$ cat src/rtl/alu_seq_muldiv.sv
// Multi-cycle EX-stage ALU: single-cycle logic/arith ops plus shift-add multiply
// and restoring unsigned divide/remainder, all results behind a valid/ready handshake.
module alu_seq_muldiv #(
  parameter int unsigned XLEN = 64,
  parameter int unsigned SHW  = $clog2(XLEN)
) (
  input  logic            clk,
  input  logic            rst,
  input  logic            in_valid,
  output logic            in_ready,
  input  logic [XLEN-1:0] A,
  input  logic [XLEN-1:0] B,
  input  logic [3:0]      ALUCtl,
  output logic            out_valid,
  input  logic            out_ready,
  output logic [XLEN-1:0] ALUOut,
  output logic            Zero,
  output logic            busy
);

  localparam int unsigned CNTW = SHW;
  localparam logic [CNTW-1:0] LAST_ITER = CNTW'(XLEN - 1);

  localparam logic [3:0] OP_AND  = 4'b0000;
  localparam logic [3:0] OP_OR   = 4'b0001;
  localparam logic [3:0] OP_ADD  = 4'b0010;
  localparam logic [3:0] OP_SLL  = 4'b0011;
  localparam logic [3:0] OP_SLT  = 4'b0100;
  localparam logic [3:0] OP_SUB  = 4'b0110;
  localparam logic [3:0] OP_XOR  = 4'b0111;
  localparam logic [3:0] OP_SRL  = 4'b1000;
  localparam logic [3:0] OP_SRA  = 4'b1010;
  localparam logic [3:0] OP_SLTU = 4'b1011;
  localparam logic [3:0] OP_MUL  = 4'b1100;
  localparam logic [3:0] OP_DIVU = 4'b1110;
  localparam logic [3:0] OP_REMU = 4'b1111;

  typedef enum logic [1:0] {
    IDLE = 2'd0,
    MUL  = 2'd1,
    DIV  = 2'd2,
    DONE = 2'd3
  } state_e;

  state_e          state_q, state_d;
  // a: multiplicand (MUL) / dividend-shifting-into-quotient (DIV)
  // b: multiplier (MUL) / divisor (DIV)
  // acc: product (MUL) / partial remainder (DIV)
  logic [XLEN-1:0] a_q, a_d;
  logic [XLEN-1:0] b_q, b_d;
  logic [XLEN-1:0] acc_q, acc_d;
  logic [CNTW-1:0] cnt_q, cnt_d;
  logic [3:0]      op_q, op_d;
  logic [XLEN-1:0] alu_out_q, alu_out_d;
  logic            zero_q, zero_d;

  logic [SHW-1:0]  shamt;
  logic [XLEN-1:0] sc_res;
  logic [XLEN-1:0] mul_acc;
  logic [XLEN:0]   div_tmp;
  logic [XLEN:0]   div_sub;
  logic            div_ge;
  logic [XLEN-1:0] div_rem;
  logic [XLEN-1:0] div_quo;
  logic            res_load;

  assign shamt     = B[SHW-1:0];
  assign in_ready  = (state_q == IDLE);
  assign out_valid = (state_q == DONE);
  assign busy      = (state_q == MUL) || (state_q == DIV);
  assign ALUOut    = alu_out_q;
  assign Zero      = zero_q;

  // Single-cycle result from the operands presented at the accept edge
  always_comb begin
    sc_res = '0;
    case (ALUCtl)
      OP_ADD:  sc_res = A + B;
      OP_SUB:  sc_res = A - B;
      OP_SLT:  sc_res = {{(XLEN-1){1'b0}}, ($signed(A) < $signed(B))};
      OP_SLTU: sc_res = {{(XLEN-1){1'b0}}, (A < B)};
      OP_AND:  sc_res = A & B;
      OP_OR:   sc_res = A | B;
      OP_XOR:  sc_res = A ^ B;
      OP_SLL:  sc_res = A << shamt;
      OP_SRL:  sc_res = A >> shamt;
      OP_SRA:  sc_res = $signed(A) >>> shamt;
      default: sc_res = '0;
    endcase
  end

  // One shift-add step and one restoring-division step
  always_comb begin
    mul_acc = acc_q + (b_q[0] ? a_q : '0);
    div_tmp = {acc_q, a_q[XLEN-1]};
    div_sub = div_tmp - {1'b0, b_q};
    div_ge  = (div_tmp >= {1'b0, b_q});
    div_rem = div_ge ? div_sub[XLEN-1:0] : div_tmp[XLEN-1:0];
    div_quo = {a_q[XLEN-2:0], div_ge};
  end

  // Next-state and datapath update
  always_comb begin
    state_d   = state_q;
    a_d       = a_q;
    b_d       = b_q;
    acc_d     = acc_q;
    cnt_d     = cnt_q;
    op_d      = op_q;
    alu_out_d = alu_out_q;
    zero_d    = zero_q;
    res_load  = 1'b0;

    case (state_q)
      IDLE: begin
        if (in_valid) begin
          op_d = ALUCtl;
          case (ALUCtl)
            OP_MUL: begin
              a_d     = A;
              b_d     = B;
              acc_d   = '0;
              cnt_d   = '0;
              state_d = MUL;
            end
            OP_DIVU, OP_REMU: begin
              if (B == '0) begin
                alu_out_d = (ALUCtl == OP_DIVU) ? '1 : A;
                res_load  = 1'b1;
                state_d   = DONE;
              end else begin
                a_d     = A;
                b_d     = B;
                acc_d   = '0;
                cnt_d   = '0;
                state_d = DIV;
              end
            end
            default: begin
              alu_out_d = sc_res;
              res_load  = 1'b1;
              state_d   = DONE;
            end
          endcase
        end
      end
      MUL: begin
        a_d   = a_q << 1;
        b_d   = b_q >> 1;
        acc_d = mul_acc;
        cnt_d = cnt_q + CNTW'(1);
        if (cnt_q == LAST_ITER) begin
          alu_out_d = mul_acc;
          res_load  = 1'b1;
          state_d   = DONE;
        end
      end
      DIV: begin
        a_d   = div_quo;
        acc_d = div_rem;
        cnt_d = cnt_q + CNTW'(1);
        if (cnt_q == LAST_ITER) begin
          alu_out_d = (op_q == OP_REMU) ? div_rem : div_quo;
          res_load  = 1'b1;
          state_d   = DONE;
        end
      end
      DONE: begin
        if (out_ready) state_d = IDLE;
      end
      default: state_d = IDLE;
    endcase

    if (res_load) zero_d = (alu_out_d == '0);
  end

  // State and datapath registers with synchronous reset
  always_ff @(posedge clk) begin
    if (rst) begin
      state_q   <= IDLE;
      a_q       <= '0;
      b_q       <= '0;
      acc_q     <= '0;
      cnt_q     <= '0;
      op_q      <= '0;
      alu_out_q <= '0;
      zero_q    <= 1'b0;
    end else begin
      state_q   <= state_d;
      a_q       <= a_d;
      b_q       <= b_d;
      acc_q     <= acc_d;
      cnt_q     <= cnt_d;
      op_q      <= op_d;
      alu_out_q <= alu_out_d;
      zero_q    <= zero_d;
    end
  end

endmodule

$ cat config.mk
export PLATFORM = sky130hd
export DESIGN_NAME = alu_seq_muldiv
export DESIGN_NICKNAME = d
export VERILOG_FILES = /design/src/rtl/alu_seq_muldiv.sv
export SDC_FILE = /design/constraint.sdc
export NUM_CORES = 2
export LEC_CHECK = 0
export CAP_MARGIN = 20
export CORE_MARGIN = 2
export CORE_UTILIZATION = 30
export DETAILED_ROUTE_END_ITERATION = 7
export SLEW_MARGIN = 30
export SYNTH_ARGS = -nofsm -noshare
export SYNTH_HDL_FRONTEND = slang
export SYNTH_SLANG_ARGS = --single-unit
$ cat constraint.sdc
create_clock -name clk -period 13 [get_ports clk]
set_input_delay 1.3 -clock clk [delete_from_list [all_inputs] [get_ports clk]]
set_output_delay 1.3 -clock clk [all_outputs]
set_load 0.02 [all_outputs]
==> summary.txt <==
ANT nets after route: 0
Critical path cell sequence: clkdlybuf4s50_1 > nor4_1 > nand4_1 > or4_1 > nor2_2 > buf_4 > a21oi_1 > o221ai_1 > nor2_1 > o32ai_1 > nand3b_1 > or4_1 > nor4_2 > nand4_1 > o41ai_2
Area contributors post-synth: dfxtp_1, ha_1, mux4_2
Clk sink count: 269
WL final: 363700 um
Critical Path RT: 13.50 ns
Cell Pwr Density: 124.2 nW/um^2
Nets: 7126
Yosys cell types: 107
Vias/cell: 7.038
Asr flop ratio synth: 0
Fraction of layout cells with a size suffix above 1: 0.1076
Final min period: 8.307 ns
Dpl cell area: 52410 sq um
CTS tree: done
Clock slew at reported path FFs: 0.06 ns
Hold Violations, Final: 0
Ports: 204
DP Cell Count: 8697
Clock latency on the worst-skew pair: 0.62 ns
RSZ-0062 raised after global routing: false
Post-route setup slack: 4.693 ns
Slowest cell on crit path: or4_1
Vias in the first global route: 56180
Utilization after layout: 0.3365
Initial antenna violation count: 38
First-pass GRT wire length: 487000 um
HP Class: register to register
Ys flop type: dfxtp_1
Cts repair resizes: 0
Synth-to-Final Area Change: 11.11%
Worst hold path cell count: 2
Die X: 404.5 um
Post-Place Setup Slack: 4.530 ns
WS Path Type: input pin to register
Violated checks: design-rule violations
# fillers: 17370
Via count: 61740
Worst-case reg-to-reg path depth: 18
Setup crit end kind: register
Final setup fails: 0
Worst Skew: 0.03080 ns
CP arrival: 8.81 ns
Most common library cells after synthesis: nor2_1, a21oi_1, nand2_1, clkbuf_1, o21ai_0
Bufs on Longest Clock Path: 3
Buf/Inv on CP: 2
Setup TNS: 0 ns
Critical path depth: 15
Synth Cell Area: 48130 sq um
IO Port Bufs: 203
Max Fclk: 0.1204 GHz
Flops & latches, synth: 269
Final instance area: 53480 sq um
Actual slew at the worst max-slew pin: 1.202 ns
CP peak stage delay: 1.08 ns
Synth area leader: dfxtp_1
H-tree depth: 1
Clk root buf: clkbuf_16
Largest net degree at the start of global routing: 155
Mapped Nets: 7243
Initial Util: 0.3028
Routed wire per std cell: 41.46 um
Leakage: 20.41 nW
Maximum VDD drop: 0.0002139 V
Status: finished with violations
Starting DRT DRC Count: 10730
Hold_buf cts: 0
Post-Synthesis Cells: 6776
Post-synth EDFFs: 0
Crit path max fanout: 29
GRT overflow: 0
DP HPWL: 285700 um
TritonRoute pass-1 iters: 8
Routability congestion estimate: 1.086
Fin. max-slew vios: 0
Core Area: 158900 sq um
Number of placement rows: 146
Die Y: 404.5 um
Num CTS Buffers: 29
Post-Layout Cell Count: 8772
Die area: 163700 sq um
MaxCap Viol Count: 0
Final period util: 0.6390
CP Launch Type: input pin
Most numerous cell in the Yosys netlist: nor2_1
Post-Syn Area per Cell: 7.103 sq um
Worst path top cell family by delay: simple AND/OR/NAND/NOR gates
Seq/Total Area, Yosys: 0.1119
Gr usage total: 0.4246
# DRC: 7
Postcts setup bufs: 0
Ys Warns: 0
Area share of the largest cell type after synthesis: 0.1119
Slew HR: 0.1988
through the flow:
step                      hold WS [ns]  total power (W)
final                           0.4726         0.006641
after global routing            0.4954         0.006772
after CTS                       0.4771         0.006416
after detailed placement        0.4683         0.005516
after global placement          0.4542         0.005510
after floorplan                 0.4450         0.003600
cells by family after synthesis:
| logic type | Yosys count | share of synthesized area |
|---|---|---|
| buffers and inverters | 897 | 0.07622 |
| adders and majority gates | 331 | 0.08667 |
| DFF | 269 | 0.1119 |
| and+or+nand+nor | 2292 | 0.2254 |
| muxes | 477 | 0.1409 |
| AOI/OAI and AO/OA | 2376 | 0.3346 |
| xor gates and xnor gates | 134 | 0.02438 |
metal layers:
layer / wire [um] / vias to the layer above / track usage
li1: - / 25470 / -
met1: 144700 / 30560 / 0.5588
met2: 148200 / 4699 / 0.6182
met3: 43600 / 979 / 0.1109
met4: 27030 / 30 / 0.2538
met5: 215 / - / 0
final cells by class:
cell class / instances / area, sq um / area share
multi-input combinational: 5610 / 39490 / 0.7384
sequential: 269 / 5385 / 0.1007
timing repair buffer: 442 / 3867 / 0.07232
tap: 2072 / 2592 / 0.04848
inverter: 307 / 1154 / 0.02157
clock buffer: 37 / 785.8 / 0.01469
clock inverter: 16 / 160.2 / 0.002995
antenna: 19 / 47.55 / 0.0008890
where the power goes:
| group | internal, W | switching [W] |
|---|---|---|
| logic | 0.00131 | 0.00323 |
| clock network | 0.000471 | 0.000418 |
| registers | 0.000966 | 0.000247 |
| total | 0.00275 | 0.00389 |
placed cells by master (no fill, tap or decap), types with 31 or more instances in the layout:
cell type          n
a22oi_1          103
nand3_1          148
or2_2             31
nand4_1          118
nor2b_1           31
mux2_2           102
or3_1             36
dfxtp_1          269
a22o_1            32
nor2_1           752
a31oi_1           98
a21oi_1          593
nand2_1          570
nor3_1           194
o31ai_1           75
xnor2_1           82
o22ai_1           66
nor4_1            70
a21o_1           105
a211oi_1         156
buf_4            229
o221ai_1          36
ha_1             324
a221oi_1         111
inv_1            296
and2_1           111
nand2b_1          47
o21ai_0          382
mux2i_1          223
and3_1            40
xor2_1            52
o21a_1            42
o21bai_1          54
mux4_2           150
o211ai_1          97
clkdlybuf4s50_1  193
o2111ai_1         44
worst min-delay path, cell delays in order, from the launching register on:
cell and delay [ns]:
dfxtp_1 0.32, nand2_1 0.05, a21oi_1 0.05
state kept, by name, summed over array words and instances, names as in the netlist:
register  cells
Zero          1
state_q       2
op_q          4
a_q          64
ALUOut       64
acc_q        64
b_q          64
cnt_q         6
path summary, 6_finish.rpt:
kind | slack (ns) | endpoint | startpoint
worst max-delay path | 4.69 | Zero$_SDFFE_PP0P_ | B[52]
worst min-delay path | 0.47 | op_q[3]$_SDFFE_PP0P_ | op_q[3]$_SDFFE_PP0P_
worst max register to register | 5.56 | Zero$_SDFFE_PP0P_ | b_q[41]$_SDFFE_PP0P_
worst min register to register | 0.47 | op_q[3]$_SDFFE_PP0P_ | op_q[3]$_SDFFE_PP0P_
No activity file was read; power rests on OpenSTA's default activity.
